$ cat config.mk
export PLATFORM = sky130hd
export DESIGN_NAME = pl_muldiv_unit_flat
export DESIGN_NICKNAME = d
export VERILOG_FILES = /design/src/rtl/pl_muldiv_unit_if.sv /design/src/rtl/pl_muldiv_unit.sv /design/src/flat_wrapper.sv
export SDC_FILE = /design/constraint.sdc
export NUM_CORES = 1
export LEC_CHECK = 0
export ABC_AREA = 0
export CAP_MARGIN = 10
export CORE_MARGIN = 4
export CORE_UTILIZATION = 55
export CTS_CLUSTER_DIAMETER = 40
export CTS_CLUSTER_SIZE = 28
export DETAILED_ROUTE_END_ITERATION = 7
export PLACE_DENSITY_LB_ADDON = 0.12
export REMOVE_ABC_BUFFERS = 1
export SETUP_SLACK_MARGIN = 0.15
export SLEW_MARGIN = 10
export SYNTH_ARGS = -nofsm -noshare
export SYNTH_HDL_FRONTEND = slang
export SYNTH_SLANG_ARGS = --single-unit
export TNS_END_PERCENT = 20
$ cat constraint.sdc
create_clock -name clk_i -period 4.7 [get_ports clk_i]
set_input_delay 1.175 -clock clk_i [delete_from_list [all_inputs] [get_ports clk_i]]
set_output_delay 1.175 -clock clk_i [all_outputs]
set_load 0.01 [all_outputs]
$ cat src/rtl/pl_muldiv_unit_if.sv
// Operand/result bundle between the EX stage and the iterative multiply/divide unit.
interface pl_muldiv_unit_if #(
  parameter int unsigned XLEN = 32
);
  logic            start;
  logic            flush;
  logic [2:0]      funct3;
  logic [4:0]      rd_in;
  logic [XLEN-1:0] op_a;
  logic [XLEN-1:0] op_b;
  logic            busy;
  logic            stall;
  logic            done;
  logic [XLEN-1:0] result;
  logic [4:0]      rd_out;

  modport master (
    output start, flush, funct3, rd_in, op_a, op_b,
    input  busy, stall, done, result, rd_out
  );

  modport slave (
    input  start, flush, funct3, rd_in, op_a, op_b,
    output busy, stall, done, result, rd_out
  );
endinterface

$ cat src/rtl/pl_muldiv_unit.sv
// Iterative RV32M/RV64M multiply/divide unit: shift-add multiply, restoring divide,
// one bit per cycle on operand magnitudes with a final sign-fix cycle.
module pl_muldiv_unit #(
  parameter int unsigned XLEN = 32
) (
  input  logic              clk_i,
  input  logic              rst_ni,
  pl_muldiv_unit_if.slave   bus
);
  localparam int unsigned CNT_W = $clog2(XLEN);
  localparam int unsigned PW    = 2 * XLEN;
  localparam logic [XLEN-1:0] MIN_NEG = {1'b1, {(XLEN-1){1'b0}}};

  typedef enum logic [2:0] {S_IDLE, S_MUL, S_DIV, S_FIX, S_DONE} state_e;

  state_e           state_q, state_d;
  logic             is_div_q, is_div_d;
  logic             pick_hi_q, pick_hi_d;
  logic [4:0]       rd_q, rd_d;
  logic [XLEN-1:0]  a_q, a_d, b_q, b_d;
  logic [PW-1:0]    prod_q, prod_d;
  logic [CNT_W-1:0] cnt_q, cnt_d;
  logic             sign_a_q, sign_a_d, sign_b_q, sign_b_d;
  logic [XLEN-1:0]  result_q, result_d;
  logic [4:0]       rd_out_q, rd_out_d;
  logic             done_q, done_d;

  // Operand decode at issue: signedness, magnitudes and fast-path detection.
  logic            in_signed_a, in_signed_b, in_sign_a, in_sign_b;
  logic            in_div, in_div0, in_ovf;
  logic [XLEN-1:0] abs_a, abs_b;
  always_comb begin
    in_div      = bus.funct3[2];
    in_signed_a = in_div ? ~bus.funct3[0] : (bus.funct3[1:0] != 2'b11);
    in_signed_b = in_div ? ~bus.funct3[0] : ~bus.funct3[1];
    in_sign_a   = in_signed_a & bus.op_a[XLEN-1];
    in_sign_b   = in_signed_b & bus.op_b[XLEN-1];
    abs_a       = in_sign_a ? -bus.op_a : bus.op_a;
    abs_b       = in_sign_b ? -bus.op_b : bus.op_b;
    in_div0     = in_div & (bus.op_b == '0);
    in_ovf      = in_div & ~bus.funct3[0] & (bus.op_a == MIN_NEG) & (bus.op_b == '1);
  end

  // Per-iteration arithmetic and final sign correction.
  logic [XLEN:0]   add_hi, div_shl, div_diff;
  logic [PW-1:0]   prod_fix;
  logic [XLEN-1:0] quo_fix, rem_fix, fix_res;
  always_comb begin
    add_hi   = {1'b0, prod_q[PW-1:XLEN]} + (prod_q[0] ? {1'b0, a_q} : '0);
    div_shl  = prod_q[PW-1:XLEN-1];
    div_diff = div_shl - {1'b0, b_q};
    prod_fix = (sign_a_q ^ sign_b_q) ? -prod_q : prod_q;
    quo_fix  = (sign_a_q ^ sign_b_q) ? -prod_q[XLEN-1:0] : prod_q[XLEN-1:0];
    rem_fix  = sign_a_q ? -prod_q[PW-1:XLEN] : prod_q[PW-1:XLEN];
    if (is_div_q) fix_res = pick_hi_q ? rem_fix : quo_fix;
    else          fix_res = pick_hi_q ? prod_fix[PW-1:XLEN] : prod_fix[XLEN-1:0];
  end

  always_comb begin
    state_d   = state_q;
    is_div_d  = is_div_q;
    pick_hi_d = pick_hi_q;
    rd_d      = rd_q;
    a_d       = a_q;
    b_d       = b_q;
    prod_d    = prod_q;
    cnt_d     = cnt_q;
    sign_a_d  = sign_a_q;
    sign_b_d  = sign_b_q;
    result_d  = result_q;
    rd_out_d  = rd_out_q;
    done_d    = 1'b0;
    case (state_q)
      S_IDLE: begin
        if (bus.start && !bus.flush) begin
          is_div_d  = in_div;
          pick_hi_d = in_div ? bus.funct3[1] : (bus.funct3[1:0] != 2'b00);
          rd_d      = bus.rd_in;
          a_d       = abs_a;
          b_d       = abs_b;
          sign_a_d  = in_sign_a;
          sign_b_d  = in_sign_b;
          cnt_d     = CNT_W'(XLEN - 1);
          if (in_div0) begin
            result_d = bus.funct3[1] ? bus.op_a : '1;
            rd_out_d = bus.rd_in;
            done_d   = 1'b1;
            state_d  = S_DONE;
          end else if (in_ovf) begin
            result_d = bus.funct3[1] ? '0 : bus.op_a;
            rd_out_d = bus.rd_in;
            done_d   = 1'b1;
            state_d  = S_DONE;
          end else begin
            prod_d  = {{XLEN{1'b0}}, (in_div ? abs_a : abs_b)};
            state_d = in_div ? S_DIV : S_MUL;
          end
        end
      end
      S_MUL: begin
        prod_d = {add_hi, prod_q[XLEN-1:1]};
        cnt_d  = cnt_q - CNT_W'(1);
        if (cnt_q == '0) state_d = S_FIX;
      end
      S_DIV: begin
        // High half is the partial remainder, low half shifts dividend out and quotient in.
        if (!div_diff[XLEN]) prod_d = {div_diff[XLEN-1:0], prod_q[XLEN-2:0], 1'b1};
        else                 prod_d = {prod_q[PW-2:0], 1'b0};
        cnt_d = cnt_q - CNT_W'(1);
        if (cnt_q == '0) state_d = S_FIX;
      end
      S_FIX: begin
        result_d = fix_res;
        rd_out_d = rd_q;
        done_d   = 1'b1;
        state_d  = S_DONE;
      end
      S_DONE:  state_d = S_IDLE;
      default: state_d = S_IDLE;
    endcase
    if (bus.flush) begin
      state_d  = S_IDLE;
      done_d   = 1'b0;
      result_d = result_q;
      rd_out_d = rd_out_q;
    end
  end

  always_ff @(posedge clk_i or negedge rst_ni) begin
    if (!rst_ni) begin
      state_q   <= S_IDLE;
      is_div_q  <= 1'b0;
      pick_hi_q <= 1'b0;
      rd_q      <= '0;
      a_q       <= '0;
      b_q       <= '0;
      prod_q    <= '0;
      cnt_q     <= '0;
      sign_a_q  <= 1'b0;
      sign_b_q  <= 1'b0;
      result_q  <= '0;
      rd_out_q  <= '0;
      done_q    <= 1'b0;
    end else begin
      state_q   <= state_d;
      is_div_q  <= is_div_d;
      pick_hi_q <= pick_hi_d;
      rd_q      <= rd_d;
      a_q       <= a_d;
      b_q       <= b_d;
      prod_q    <= prod_d;
      cnt_q     <= cnt_d;
      sign_a_q  <= sign_a_d;
      sign_b_q  <= sign_b_d;
      result_q  <= result_d;
      rd_out_q  <= rd_out_d;
      done_q    <= done_d;
    end
  end

  // stall depends on the live start/flush so EX freezes in the issue cycle.
  assign bus.busy   = (state_q != S_IDLE);
  assign bus.stall  = ((state_q == S_IDLE) & bus.start & ~bus.flush) |
                      (state_q == S_MUL) | (state_q == S_DIV) | (state_q == S_FIX);
  assign bus.done   = done_q;
  assign bus.result = result_q;
  assign bus.rd_out = rd_out_q;
endmodule

$ cat src/flat_wrapper.sv
// flat-port wrapper written by rule: the top's interface ports become plain ports
module pl_muldiv_unit_flat 
#(
  parameter int unsigned XLEN = 32
)
  (clk_i, rst_ni, bus_start, bus_flush, bus_funct3, bus_rd_in, bus_op_a, bus_op_b, bus_busy, bus_stall, bus_done, bus_result, bus_rd_out);
  pl_muldiv_unit_if #(.XLEN(XLEN)) bus_i ();
  input  logic clk_i;
  input  logic rst_ni;
  input wire logic [$bits(bus_i.start)-1:0] bus_start;
  input wire logic [$bits(bus_i.flush)-1:0] bus_flush;
  input wire logic [$bits(bus_i.funct3)-1:0] bus_funct3;
  input wire logic [$bits(bus_i.rd_in)-1:0] bus_rd_in;
  input wire logic [$bits(bus_i.op_a)-1:0] bus_op_a;
  input wire logic [$bits(bus_i.op_b)-1:0] bus_op_b;
  output wire logic [$bits(bus_i.busy)-1:0] bus_busy;
  output wire logic [$bits(bus_i.stall)-1:0] bus_stall;
  output wire logic [$bits(bus_i.done)-1:0] bus_done;
  output wire logic [$bits(bus_i.result)-1:0] bus_result;
  output wire logic [$bits(bus_i.rd_out)-1:0] bus_rd_out;
  assign bus_i.start = bus_start;
  assign bus_i.flush = bus_flush;
  assign bus_i.funct3 = bus_funct3;
  assign bus_i.rd_in = bus_rd_in;
  assign bus_i.op_a = bus_op_a;
  assign bus_i.op_b = bus_op_b;
  assign bus_busy = bus_i.busy;
  assign bus_stall = bus_i.stall;
  assign bus_done = bus_i.done;
  assign bus_result = bus_i.result;
  assign bus_rd_out = bus_i.rd_out;
  pl_muldiv_unit #(.XLEN(XLEN)) u_core (.clk_i(clk_i), .rst_ni(rst_ni), .bus(bus_i));
endmodule
==> summary.md <==
| Metric | Value |
|---|---|
| Status | `completed` |
| Routed Antenna Nets | `0` |
| Internal power | `0.00647 W` |
| Register area share after synthesis | `29.8%` |
| Netlist Area Pre-Place | `15,400 µm²` |
| # placed instances | `about 2.4k` |
| Total vias in the final route | `15.8k` |
| Ys flop type | `dfrtp_1` |
| IO Count | `116` |
| Die Footprint | `30,600 µm²` |
| Final setup vio count | `0` |
| Min Tclk post-route | `4.28 ns` |
| Starting Density | `between 50% and 60%` |
| Core area | `27,200 µm²` |
| Worst slack, placed | `0.0443 ns` |
| Die span in x | `175 µm` |
| Drt pass-1 iters | `6` |
| RSZ-0062 raised after global routing | `no` |
| Crit start category | `input pin` |
| Share of post-route cells with drive strength above 1 | `6.43%` |
| Sw frac | `49.4%` |
| Post-CTS Setup Inserts | `0` |
| Clock sink total | `approximately 180` |
| CP Data Required Time | `5.07 ns` |
| Post-cts resize count | `0` |
| Nets | `2,234` |
| Vias in the first global route | `14.5k` |
| Max Fclk | `around 230 MHz` |
| Yosys warnings | `0` |
| WL/cell | `approximately 22 µm` |
| Number of DRC markers in iteration 0 | `1,982` |
| Worst setup EP type | `flip-flop` |
| Root Buffer | `clkbuf_16` |
| Max Cap Viol | `0` |
| Final WL | `around 54 mm` |
| Post-cts hold buffer count | `0` |
| Min-Delay Path Class | `reg2reg` |
| GRT Util Overall | `34.2%` |
| Clk Latency, worst-skew pair | `0.45 ns` |
| Crit Path Class | `in2reg` |
| Clock transition at path regs | `about 0.07 ns` |
| Worst Max-Slew Pin Slew | `1.05 ns` |
| Slew Limit Fails | `0` |
| Number of synthesized flops with an enable pin | `0` |
| Leakage power | `~7.4 nW` |
| Final Wtd Congestion | `0.999` |
| Final Hold Fails | `0` |
| Clock share of power | `about 12%` |
| Crit path largest cell delay | `0.56 ns` |
| Slew HR | `30.0%` |
| Cell family with most CP delay | `simple AND/OR/NAND/NOR gates` |
| Worst Path Arrival | `4.65 ns` |
| Peak VDD IR | `0.385 mV` |
| Worst Slack Setup Final | `0.421 ns` |
| CP bufs+invs | `4` |
| Total congestion overflow | `0` |
| Initial antenna violation count | `1` |
| Vias/cell | `approximately 6.4` |
| H-tree levels | `4` |
| First-pass GRT wire length | `82.3 mm` |
| Final std cells w/o fill | `2,470` |
| Mapped Cells | `2,005` |
| IO buf count | `115` |
| Flops & latches, synth | `183` |
| HPWL Detailed | `41.1 mm` |
| Number of diodes | `0` |
| DRC violation count after routing | `0` |
| Die H | `~180 µm` |
| Maximum root-to-sink buffer count | `2` |
| Critical path fanouts, max | `5` |
| Reg2reg setup slack | `approximately 0.60 ns` |
| Seq pwr share | `roughly 25%` |
| CP Cell Sequence | `clkdlybuf4s50_1 > or4_4 > or4_1 > buf_4 > nor4b_1 > buf_4 > nand2_1 > o21ai_0 > nand2_1 > o21ai_0 > buf_4 > nand2_1 > o21ai_1` |
| Ys async rst share | `100%` |
| PwrDens | `724 nW/µm²` |
| Combinational share of power | `63.0%` |
| CTS tree | `yes` |
| Layout area overhead | `15.2%` |
| Slowest-stage cell, CP | `or4_4` |
| Syn_area_per_cell | `7.66 µm²` |
| Crit share post-route | `91.0%` |
| Sw power | `0.00633 W` |
| Largest net degree at the start of global routing | `106` |
| Num rows | `60` |
| Layout Skew | `roughly 0.017 ns` |
| CTS buffer count | `17` |
| Cell variety after synth | `75` |
[cells in the mapped netlist (20+ instances only)]
cell | n | share of area (%)
a211oi_1 | 36 | 1.8
a21o_1 | 28 | 1.4
a21oi_1 | 152 | 5.0
a221oi_1 | 33 | 1.9
a31oi_1 | 26 | 1.1
and2_1 | 47 | 1.9
clkbuf_1 | 100 | 2.4
dfrtp_1 | 183 | 30
ha_1 | 71 | 5.8
inv_1 | 66 | 1.6
nand2_1 | 258 | 6.3
nand3_1 | 26 | 0.85
nor2_1 | 220 | 5.4
nor3_1 | 34 | 1.1
nor4_1 | 21 | 0.86
o211ai_1 | 21 | 1.0
o21ai_0 | 210 | 6.8
o31ai_1 | 20 | 0.98
xnor2_1 | 96 | 5.5
xor2_1 | 78 | 4.5
[kinds of logic after synthesis]
kind of cell | Yosys count | share of synthesized area [%]
AND/OR/NAND/NOR | 720 | 21.7
multiplexers | 11 | 0.742
flip-flops | 183 | 29.8
buffers and inverters | 191 | 4.98
AO/OA/AOI/OAI | 653 | 26.8
XOR/XNOR | 174 | 9.93
adder cells (fa/ha/maj) | 73 | 6.05
[worst paths after layout]
kind                                   start                end  cells past startpoint
hold / removal                u_core.a_q[18]     u_core.a_q[18]                      2
min in group asynchronous             rst_ni  u_core.prod_q[63]                      1
setup / recovery                 bus_op_a[9]  u_core.prod_q[31]                     13
hold reg to reg               u_core.a_q[18]     u_core.a_q[18]                      2
max in group asynchronous             rst_ni     u_core.rd_q[0]                      2
setup reg to reg           u_core.prod_q[32]  u_core.prod_q[39]                     13
[per-stage QoR]
step / utilization [%] / total power [W] / hold slack [ns] / setup TNS, ns / instance area (µm²)
2_1_floorplan: - / 0.00823 / 0.438 / -419.13 / 14800
3_3_place_gp: 62.8 / 0.0109 / 0.457 / 0 / 17100
3_5_place_dp: 62.8 / 0.0111 / 0.463 / 0 / 17100
4_1_cts: 65.1 / 0.0127 / 0.480 / 0 / 17700
5_1_grt: 65.1 / 0.0137 / 0.504 / 0 / 17700
6_report: 65.1 / 0.0128 / 0.478 / 0 / 17700
[metal layers]
layer,global-route usage [%],part of all wire (%)
met1,45.9,41
met2,54.5,46
met3,7.20,8.9
met4,13.0,3.8
met5,0,0.041
[registers in the layout (all words and copies together) (netlist names)]
signal	flops
u_core.rd_q	5
u_core.pick_hi_q	1
u_core.prod_q	64
u_core.sign_b_q	1
u_core.b_q	32
u_core.sign_a_q	1
u_core.bus.result	32
u_core.cnt_q	5
u_core.is_div_q	1
u_core.bus.rd_out	5
u_core.state_q	3
u_core.a_q	32
u_core.bus.done	1
[power by group through the flow]
| stage | Clock, W | Combinational (W) | Sequential, W |
|---|---|---|---|
| 2_1_floorplan | 0 | 0.00524 | 0.00300 |
| 5_1_grt | 0.00162 | 0.00884 | 0.00327 |
| 6_report | 0.00155 | 0.00806 | 0.00319 |
| 3_3_place_gp | 0 | 0.00775 | 0.00316 |
| 3_5_place_dp | 0 | 0.00790 | 0.00318 |
| 4_1_cts | 0.00156 | 0.00795 | 0.00316 |
[placed cells by master (no fill, tap or decap), drive strengths merged, types with 5 or more instances in the layout]
cell type / instances
nand2: 260
nor2: 220
o21ai: 216
dfrtp: 183
a21oi: 153
clkdlybuf4s50: 113
xnor2: 96
xor2: 78
ha: 71
buf: 70
inv: 68
and2: 48
a211oi: 36
nor3: 34
a221oi: 34
a21o: 28
a31oi: 26
nand3: 26
nor4: 24
clkbuf: 22
o211ai: 21
o31ai: 20
or3: 19
nand2b: 18
nand4: 17
or4: 17
a22oi: 16
o21a: 14
a221o: 14
o41ai: 13
o21bai: 11
or2: 10
mux2i: 8
and3: 8
a2111oi: 7
a222oi: 6
a41oi: 6
clkinv: 6
nor2b: 5
[tightest hold or removal path, stage by stage (launching register included)]
cell	delay (ns)
dfrtp_1	0.34
nand2_1	0.04
o21ai_0	0.06
[final cells by class]
cell class | count | area, µm²
Clock buffer | 21 | 460
Tap cell | 372 | 465
Timing Repair Buffer | 184 | 1740
Fill cell | 2423 | 9490
Clock inverter | 11 | 146
Sequential cell | 183 | 4580
Multi-Input combinational cell | 1631 | 10000
Inverter | 68 | 255
Power figures use the tool's default switching activity.
